**config.mk**
```make
export PLATFORM = sky130hd
export DESIGN_NAME = nibble_seq_alu
export DESIGN_NICKNAME = d
export VERILOG_FILES = /design/src/rtl/alu_pkg.sv /design/src/rtl/nibble_seq_alu.sv
export SDC_FILE = /design/constraint.sdc
export NUM_CORES = 1
export LEC_CHECK = 0
export ABC_AREA = 1
export BUFFER_PORTS_ARGS = -buffer_cell sky130_fd_sc_hd__buf_4
export CAP_MARGIN = 5
export CELL_PAD_IN_SITES_DETAIL_PLACEMENT = 2
export CELL_PAD_IN_SITES_GLOBAL_PLACEMENT = 2
export CORE_MARGIN = 5
export CORE_UTILIZATION = 30
export CTS_CLUSTER_DIAMETER = 150
export DETAILED_ROUTE_END_ITERATION = 16
export GPL_TIMING_DRIVEN = 0
export HOLD_SLACK_MARGIN = 0.03
export PLACE_DENSITY = 0.86
export SLEW_MARGIN = 20
export SYNTH_ARGS = -nofsm -noshare
export SYNTH_HDL_FRONTEND = slang
export SYNTH_SLANG_ARGS = --single-unit
```
**constraint.sdc**
```tcl
create_clock -name clk -period 3.15 [get_ports clk]
set_input_delay 0.4725 -clock clk [delete_from_list [all_inputs] [get_ports clk]]
set_output_delay 0.4725 -clock clk [all_outputs]
set_load 0.03 [all_outputs]
```
**src/rtl/alu_pkg.sv**
```systemverilog
// Shared types for the nibble-serial ALU controller and its 4-bit ALU partner.
package alu_pkg;

  localparam int unsigned NIBBLE_W = 4;

  typedef enum logic [2:0] {
    OP_NOT = 3'b000,
    OP_AND = 3'b010,
    OP_OR  = 3'b100,
    OP_XOR = 3'b110,
    OP_ADD = 3'b001,
    OP_SUB = 3'b011
  } alu_op_t;

  typedef enum logic [1:0] {
    IDLE,
    RUN,
    DONE
  } seq_state_t;

endpackage

```
**src/rtl/nibble_seq_alu.sv**
```systemverilog
// Drives an external 4-bit ALU one nibble per cycle (LSB first) to build a
// NIBBLES*4-bit result, chaining carry/borrow through carry_q.
module nibble_seq_alu
  import alu_pkg::*;
#(
  parameter int unsigned NIBBLES = 4
) (
  input  logic                      clk,
  input  logic                      rst,
  input  logic                      start,
  input  logic [2:0]                op,
  input  logic [NIBBLE_W*NIBBLES-1:0] opa,
  input  logic [NIBBLE_W*NIBBLES-1:0] opb,
  input  logic                      cin,
  output logic [NIBBLE_W-1:0]       alu_a,
  output logic [NIBBLE_W-1:0]       alu_b,
  output logic [2:0]                alu_sel,
  output logic                      alu_cin,
  input  logic [NIBBLE_W-1:0]       alu_y,
  input  logic                      alu_cout,
  output logic                      busy,
  output logic                      done,
  output logic [NIBBLE_W*NIBBLES-1:0] result,
  output logic                      cout,
  output logic                      zero
);

  localparam int unsigned W  = NIBBLE_W * NIBBLES;
  localparam int unsigned CW = (NIBBLES > 1) ? $clog2(NIBBLES) : 1;
  localparam logic [CW-1:0] LAST = CW'(NIBBLES - 1);

  seq_state_t    state_q, state_d;
  logic [CW-1:0] cnt_q;
  logic [W-1:0]  opa_q, opb_q, result_q, result_nxt;
  logic [2:0]    op_q;
  logic          carry_q, cout_q, zero_q;
  logic          last;

  assign last = (cnt_q == LAST);

  always_comb begin
    state_d = state_q;
    busy    = 1'b1;
    done    = 1'b0;
    case (state_q)
      IDLE: begin
        busy = 1'b0;
        if (start) state_d = RUN;
      end
      RUN:     if (last) state_d = DONE;
      DONE: begin
        done    = 1'b1;
        state_d = IDLE;
      end
      default: state_d = IDLE;
    endcase
  end

  // ALU inputs are only driven while slicing; quiet otherwise.
  always_comb begin
    alu_a   = '0;
    alu_b   = '0;
    alu_sel = '0;
    alu_cin = 1'b0;
    if (state_q == RUN) begin
      alu_a   = opa_q[NIBBLE_W*cnt_q +: NIBBLE_W];
      alu_b   = opb_q[NIBBLE_W*cnt_q +: NIBBLE_W];
      alu_sel = op_q;
      alu_cin = carry_q;
    end
  end

  // Result with the current slice merged in, so zero sees the final nibble.
  always_comb begin
    result_nxt = result_q;
    result_nxt[NIBBLE_W*cnt_q +: NIBBLE_W] = alu_y;
  end

  always_ff @(posedge clk) begin
    if (rst) begin
      state_q  <= IDLE;
      cnt_q    <= '0;
      opa_q    <= '0;
      opb_q    <= '0;
      op_q     <= '0;
      carry_q  <= 1'b0;
      result_q <= '0;
      cout_q   <= 1'b0;
      zero_q   <= 1'b0;
    end else begin
      state_q <= state_d;
      case (state_q)
        IDLE: begin
          if (start) begin
            opa_q    <= opa;
            opb_q    <= opb;
            op_q     <= op;
            carry_q  <= cin;
            cnt_q    <= '0;
            result_q <= '0;
          end
        end
        RUN: begin
          result_q <= result_nxt;
          carry_q  <= alu_cout;
          cnt_q    <= last ? '0 : cnt_q + CW'(1);
          if (last) begin
            cout_q <= alu_cout;
            zero_q <= (result_nxt == '0);
          end
        end
        default: ;
      endcase
    end
  end

  assign result = result_q;
  assign cout   = cout_q;
  assign zero   = zero_q;

endmodule

```
==> flow_summary.json, run 1 <==
{
  "final_cell_mix": "128 x nor2_1, 76 x buf_4, 72 x nand2_1",
  "leakagePower_nw": 1.72,
  "critical_path_required_ps": 3380,
  "fin_hold_ws_ps": 339,
  "cts_num_sinks": 58,
  "cts_buffers": 9,
  "setup_viol": 0,
  "cp_max_fo": 12,
  "ioPinCount": 76,
  "met1_length_mm": 4.75,
  "wl_mm": 10.9,
  "cp.arrival_ps": 2910,
  "final_layout_size_suffix_gt1_frac": 0.235,
  "via_per_inst": 4.78,
  "syn_nets": 473,
  "start_kind": "flop",
  "drv_slew": 0,
  "tns_ps": 0,
  "rows": 35,
  "drt_iter0_markers": 93,
  "antenna_left": 0,
  "start_util": 0.308,
  "hold_class": "input pin to flop",
  "post-cts-setup-buffer-count": 0,
  "fillers": 1134,
  "dieArea_um2": 11600,
  "vdd_drop_max_v": 0.000252,
  "synth.area.top_cells": "dfxtp_1 41%, nor2_1 17%, nand2_1 9.5%, o21ai_0 8.1%, a21oi_1 4.9%",
  "first_pass_iters": 4,
  "cts_hold_buf": 0,
  "end_kind": "flop",
  "fp.dieH_um": 108,
  "clk_pin_slew_ps": 80,
  "finClkSkew_ps": 11.6,
  "final_util": 0.409,
  "cts_root_buf": "clkbuf_8",
  "synth_cell_types": 24,
  "worst_pin_slew_ps": 525,
  "yosysTopAreaCellShare": 0.406,
  "track_usage": 0.199,
  "nNetsFinal": 559,
  "relSlewSlack": 0.650,
  "grt_pass1_vias": 3467,
  "via_count": 3076,
  "max_cap_viol_count": 0,
  "highest_layer": "met4",
  "syn_area_um2": 2860,
  "dr_wl_met3_um": 391,
  "dp_hpwl_mm": 7.88,
  "yosysSeqAreaShare": 0.406,
  "fin_crit_ps": 2680,
  "core_um2": 9280,
  "grt_max_degree": 13,
  "drc": 0,
  "yosysWarnings": 0,
  "wl_per_cell_um": 16.9,
  "areaGrowthSynthToFinish_pct": 33.0,
  "cts_buffer_depth": 2,
  "path_class": "flop to flop",
  "period_share": 0.851,
  "cts.repair.resized": 0,
  "diodes": 0,
  "clock_latency_ps": 360,
  "gp_congestion": 0.784,
  "mostFrequentLayoutCell": "nor2_1",
  "fp.dieW_um": 108,
  "grt_overflow": 0,
  "synth.avg_cell_area_um2": 6.76,
  "rsz0062_at_grt": "false",
  "grt_pass1_wl_mm": 17.9,
  "fmax_mhz": 373,
  "status": "finished, final reports clean",
  "power.total_w": 0.00197,
  "io_buffer_count": 75,
  "synth_top_area_cell": "dfxtp_1",
  "antenna_found_initial": 0,
  "finalHoldViolCount": 0,
  "htreeDepth": 3,
  "cts_tree": "built",
  "met2WireLength_mm": 5.59,
  "p_per_area_nw_per_um2": 519,
  "ys_ff_latch": 58,
  "synthCells": 423
}
[synth_stat cells]
library cell / instances
inv_2: 6
a21oi_1: 28
buf_2: 6
buf_6: 8
nand3_2: 1
nand3_1: 11
buf_4: 1
o21a_1: 1
ha_1: 6
nand2_4: 2
nor2_2: 2
o21ai_0: 46
a31oi_1: 1
inv_1: 20
clkinv_1: 1
nor2_8: 2
o21ai_1: 14
clkbuf_2: 1
clkbuf_1: 6
a21oi_2: 1
nor2_4: 1
nor2_1: 128
dfxtp_1: 58
nand2_1: 72
[layer usage]
metal  GRT usage  up-vias
met1       0.236     1491
met3      0.0360       12
met4      0.0712        0
met5           0        -
met2       0.357       61
li1            -     1512
[area by class of cell]
| cell class | count | area, um2 | share of cell area |
|---|---|---|---|
| clock inverter | 5 | 77.6 | 0.0204 |
| inverter | 27 | 101 | 0.0267 |
| sequential | 58 | 1160 | 0.305 |
| buffer | 22 | 155 | 0.0408 |
| multi-input combinational | 316 | 1440 | 0.379 |
| timing repair buffer | 75 | 563 | 0.148 |
| tap | 129 | 161 | 0.0425 |
| clock buffer | 11 | 141 | 0.0372 |
[state kept, by name (all words and copies together) (netlist names)]
| signal | flops |
|---|---|
| zero | 1 |
| opa_q | 16 |
| state_q | 2 |
| opb_q | 16 |
| op_q | 3 |
| carry_q | 1 |
| cnt_q | 2 |
| result | 16 |
| cout | 1 |
[logic make-up after synthesis]
logic type / share of synthesized area
AOI/OAI and AO/OA: 0.162
and+or+nand+nor: 0.316
DFF: 0.406
buffers and inverters: 0.0898
adders and majority gates: 0.0263
[metrics by stage]
| stage | area, um2 | setup WS, ps | cells |
|---|---|---|---|
| global route | 3800 | 264 | 643 |
| CTS | 3800 | 459 | 643 |
| finish | 3800 | 470 | 643 |
| floorplan | 2860 | 1150 | 423 |
| global placement | 3580 | 644 | 627 |
| detailed placement | 3580 | 596 | 627 |
[power by group]
part	switching (W)	internal [W]	leakage, nW
Combinational	0.000234	0.000138	1.14
Sequential	0.0000269	0.000778	0.477
Clock	0.000331	0.000464	0.109
Total	0.000593	0.00138	1.72
[worst max-delay path: stages (launching register included)]
cell and delay (ps):
dfxtp_1 580, buf_6 220, inv_2 100, buf_2 240
ha_1 450, nor2_1 130, nand2_1 120, o21ai_0 350
nor2_1 100, nand2_1 90, nor2_1 50, nand2_1 80
a21oi_2 50
[path summary, 6_finish.rpt]
check / to / slack [ps] / cells past startpoint / from
max: zero / 470 / 12 / cnt_q[0]
min: opa_q[9] / 340 / 3 / opa[9]
max reg2reg: zero / 470 / 12 / cnt_q[0]
min reg2reg: op_q[1] / 460 / 2 / op_q[1]
Note: power is estimated with default switching activity, not from simulation.
==> run 2: changes to the inputs <==
CELL_PAD_IN_SITES_DETAIL_PLACEMENT = not set   (was 2)
CELL_PAD_IN_SITES_GLOBAL_PLACEMENT = not set   (was 2)
CORE_UTILIZATION = 45   (was 30)
PLACE_DENSITY = 0.72   (was 0.86)
clock period = 3.11 ns   (was 3.15 ns; I/O delays follow)
==> run 2 against run 1 <==
Flip-flop and latch count did not move. Register-to-register slack better by 230 ps. Wire length fell by 30%. Die area is 31% lower. Critical path type is now flop to primary output. Highest routed layer unchanged.
==> flow_summary.json, run 2 (synthesis results as in run 1) <==
{
  "status": "finished, final reports clean",
  "wl_mm": 7.59,
  "fin_hold_ws_ps": 329,
  "start_util": 0.455,
  "vdd_drop_max_v": 0.000348,
  "finalHoldViolCount": 0,
  "cts_buffers": 9,
  "via_count": 2897,
  "nNetsFinal": 559,
  "final_cell_mix": "128 x nor2_1, 76 x buf_4, 72 x nand2_1",
  "finClkSkew_ps": 9.63,
  "diodes": 0,
  "antenna_left": 0,
  "clk_pin_slew_ps": 70,
  "fp.dieW_um": 89.7,
  "tns_ps": 0,
  "cts_root_buf": "clkbuf_8",
  "via_per_inst": 4.90,
  "setup_viol": 0,
  "drv_slew": 0,
  "cts_buffer_depth": 2,
  "grt_pass1_wl_mm": 12.2,
  "grt_max_degree": 13,
  "leakagePower_nw": 1.72,
  "io_buffer_count": 75,
  "areaGrowthSynthToFinish_pct": 30.7,
  "relSlewSlack": 0.686,
  "period_share": 0.799,
  "fp.dieH_um": 89.7,
  "track_usage": 0.199,
  "cts_hold_buf": 0,
  "final_area_um2": 3740,
  "rows": 29,
  "ioPinCount": 76,
  "power.total_w": 0.00193,
  "final_layout_size_suffix_gt1_frac": 0.235,
  "wl_per_cell_um": 12.8,
  "grt_pass1_vias": 2609,
  "clock_latency_ps": 340,
  "antenna_found_initial": 0,
  "grt_overflow": 0,
  "fin_crit_ps": 2480,
  "dp_hpwl_mm": 5.62,
  "start_kind": "flop",
  "mostFrequentLayoutCell": "nor2_1",
  "dieArea_um2": 8040,
  "gp_congestion": 0.869,
  "rsz0062_at_grt": "false",
  "path_class": "flop to primary output",
  "core_um2": 6280,
  "cts_tree": "built",
  "critical_path_required_ps": 2640,
  "htreeDepth": 3,
  "p_per_area_nw_per_um2": 517,
  "cts.repair.resized": 0,
  "max_cap_viol_count": 0,
  "end_kind": "primary output",
  "fmax_mhz": 403,
  "cp_max_fo": 11,
  "worst_pin_slew_ps": 470,
  "drt_iter0_markers": 159,
  "first_pass_iters": 4,
  "hold_class": "input pin to flop",
  "cp.arrival_ps": 2020,
  "cts_num_sinks": 58,
  "place_area_um2": 3520,
  "fillers": 611,
  "post-cts-setup-buffer-count": 0,
  "drc": 0
}
## run 2: worst paths after layout
check,from,to,slack (ps),cells after the start
worst min-delay path,alu_cout,cout,330,3
worst max-delay path,cnt_q[1],alu_a[3],630,6
worst max register to register,cnt_q[1],zero,700,11
worst min register to register,op_q[0],op_q[0],450,2
## run 2: layer usage
metal	vias up	track usage	wire, um
li1	1516	-	-
met1	1287	0.246	3370
met2	85	0.321	3580
met3	9	0.0693	536
met4	0	0.0690	93
met5	-	0	0
## run 2: critical path, cell delays in order (launching register included)
cell and delay [ps]:
dfxtp_1 380, buf_2 240, clkinv_1 370, nor2_1 190, o21ai_1 80, a21oi_1 200
buf_4 200
## run 2: layout make-up
class	instances	area, um2	share of cell area
Multi-Input combinational cell	316	1440	0.385
Sequential cell	58	1160	0.311
Timing Repair Buffer	75	563	0.151
Buffer	22	155	0.0415
Clock buffer	11	141	0.0378
Inverter	27	101	0.0271
Tap cell	77	96.3	0.0258
Clock inverter	5	77.6	0.0208
## run 2: power by group
group          total [W]  switching [W]  internal, W
logic           0.000351       0.000212     0.000139
registers       0.000814      0.0000253     0.000789
clock network   0.000767       0.000297     0.000470
total            0.00193       0.000534      0.00140
## run 2: through the flow
step           worst slack [ps]  std cells  utilization
3_5_place_dp                755        575        0.560
6_report                    627        591        0.595
3_3_place_gp                757        575        0.560
4_1_cts                     632        591        0.595
2_1_floorplan              1110        423            -
5_1_grt                     472        591        0.595
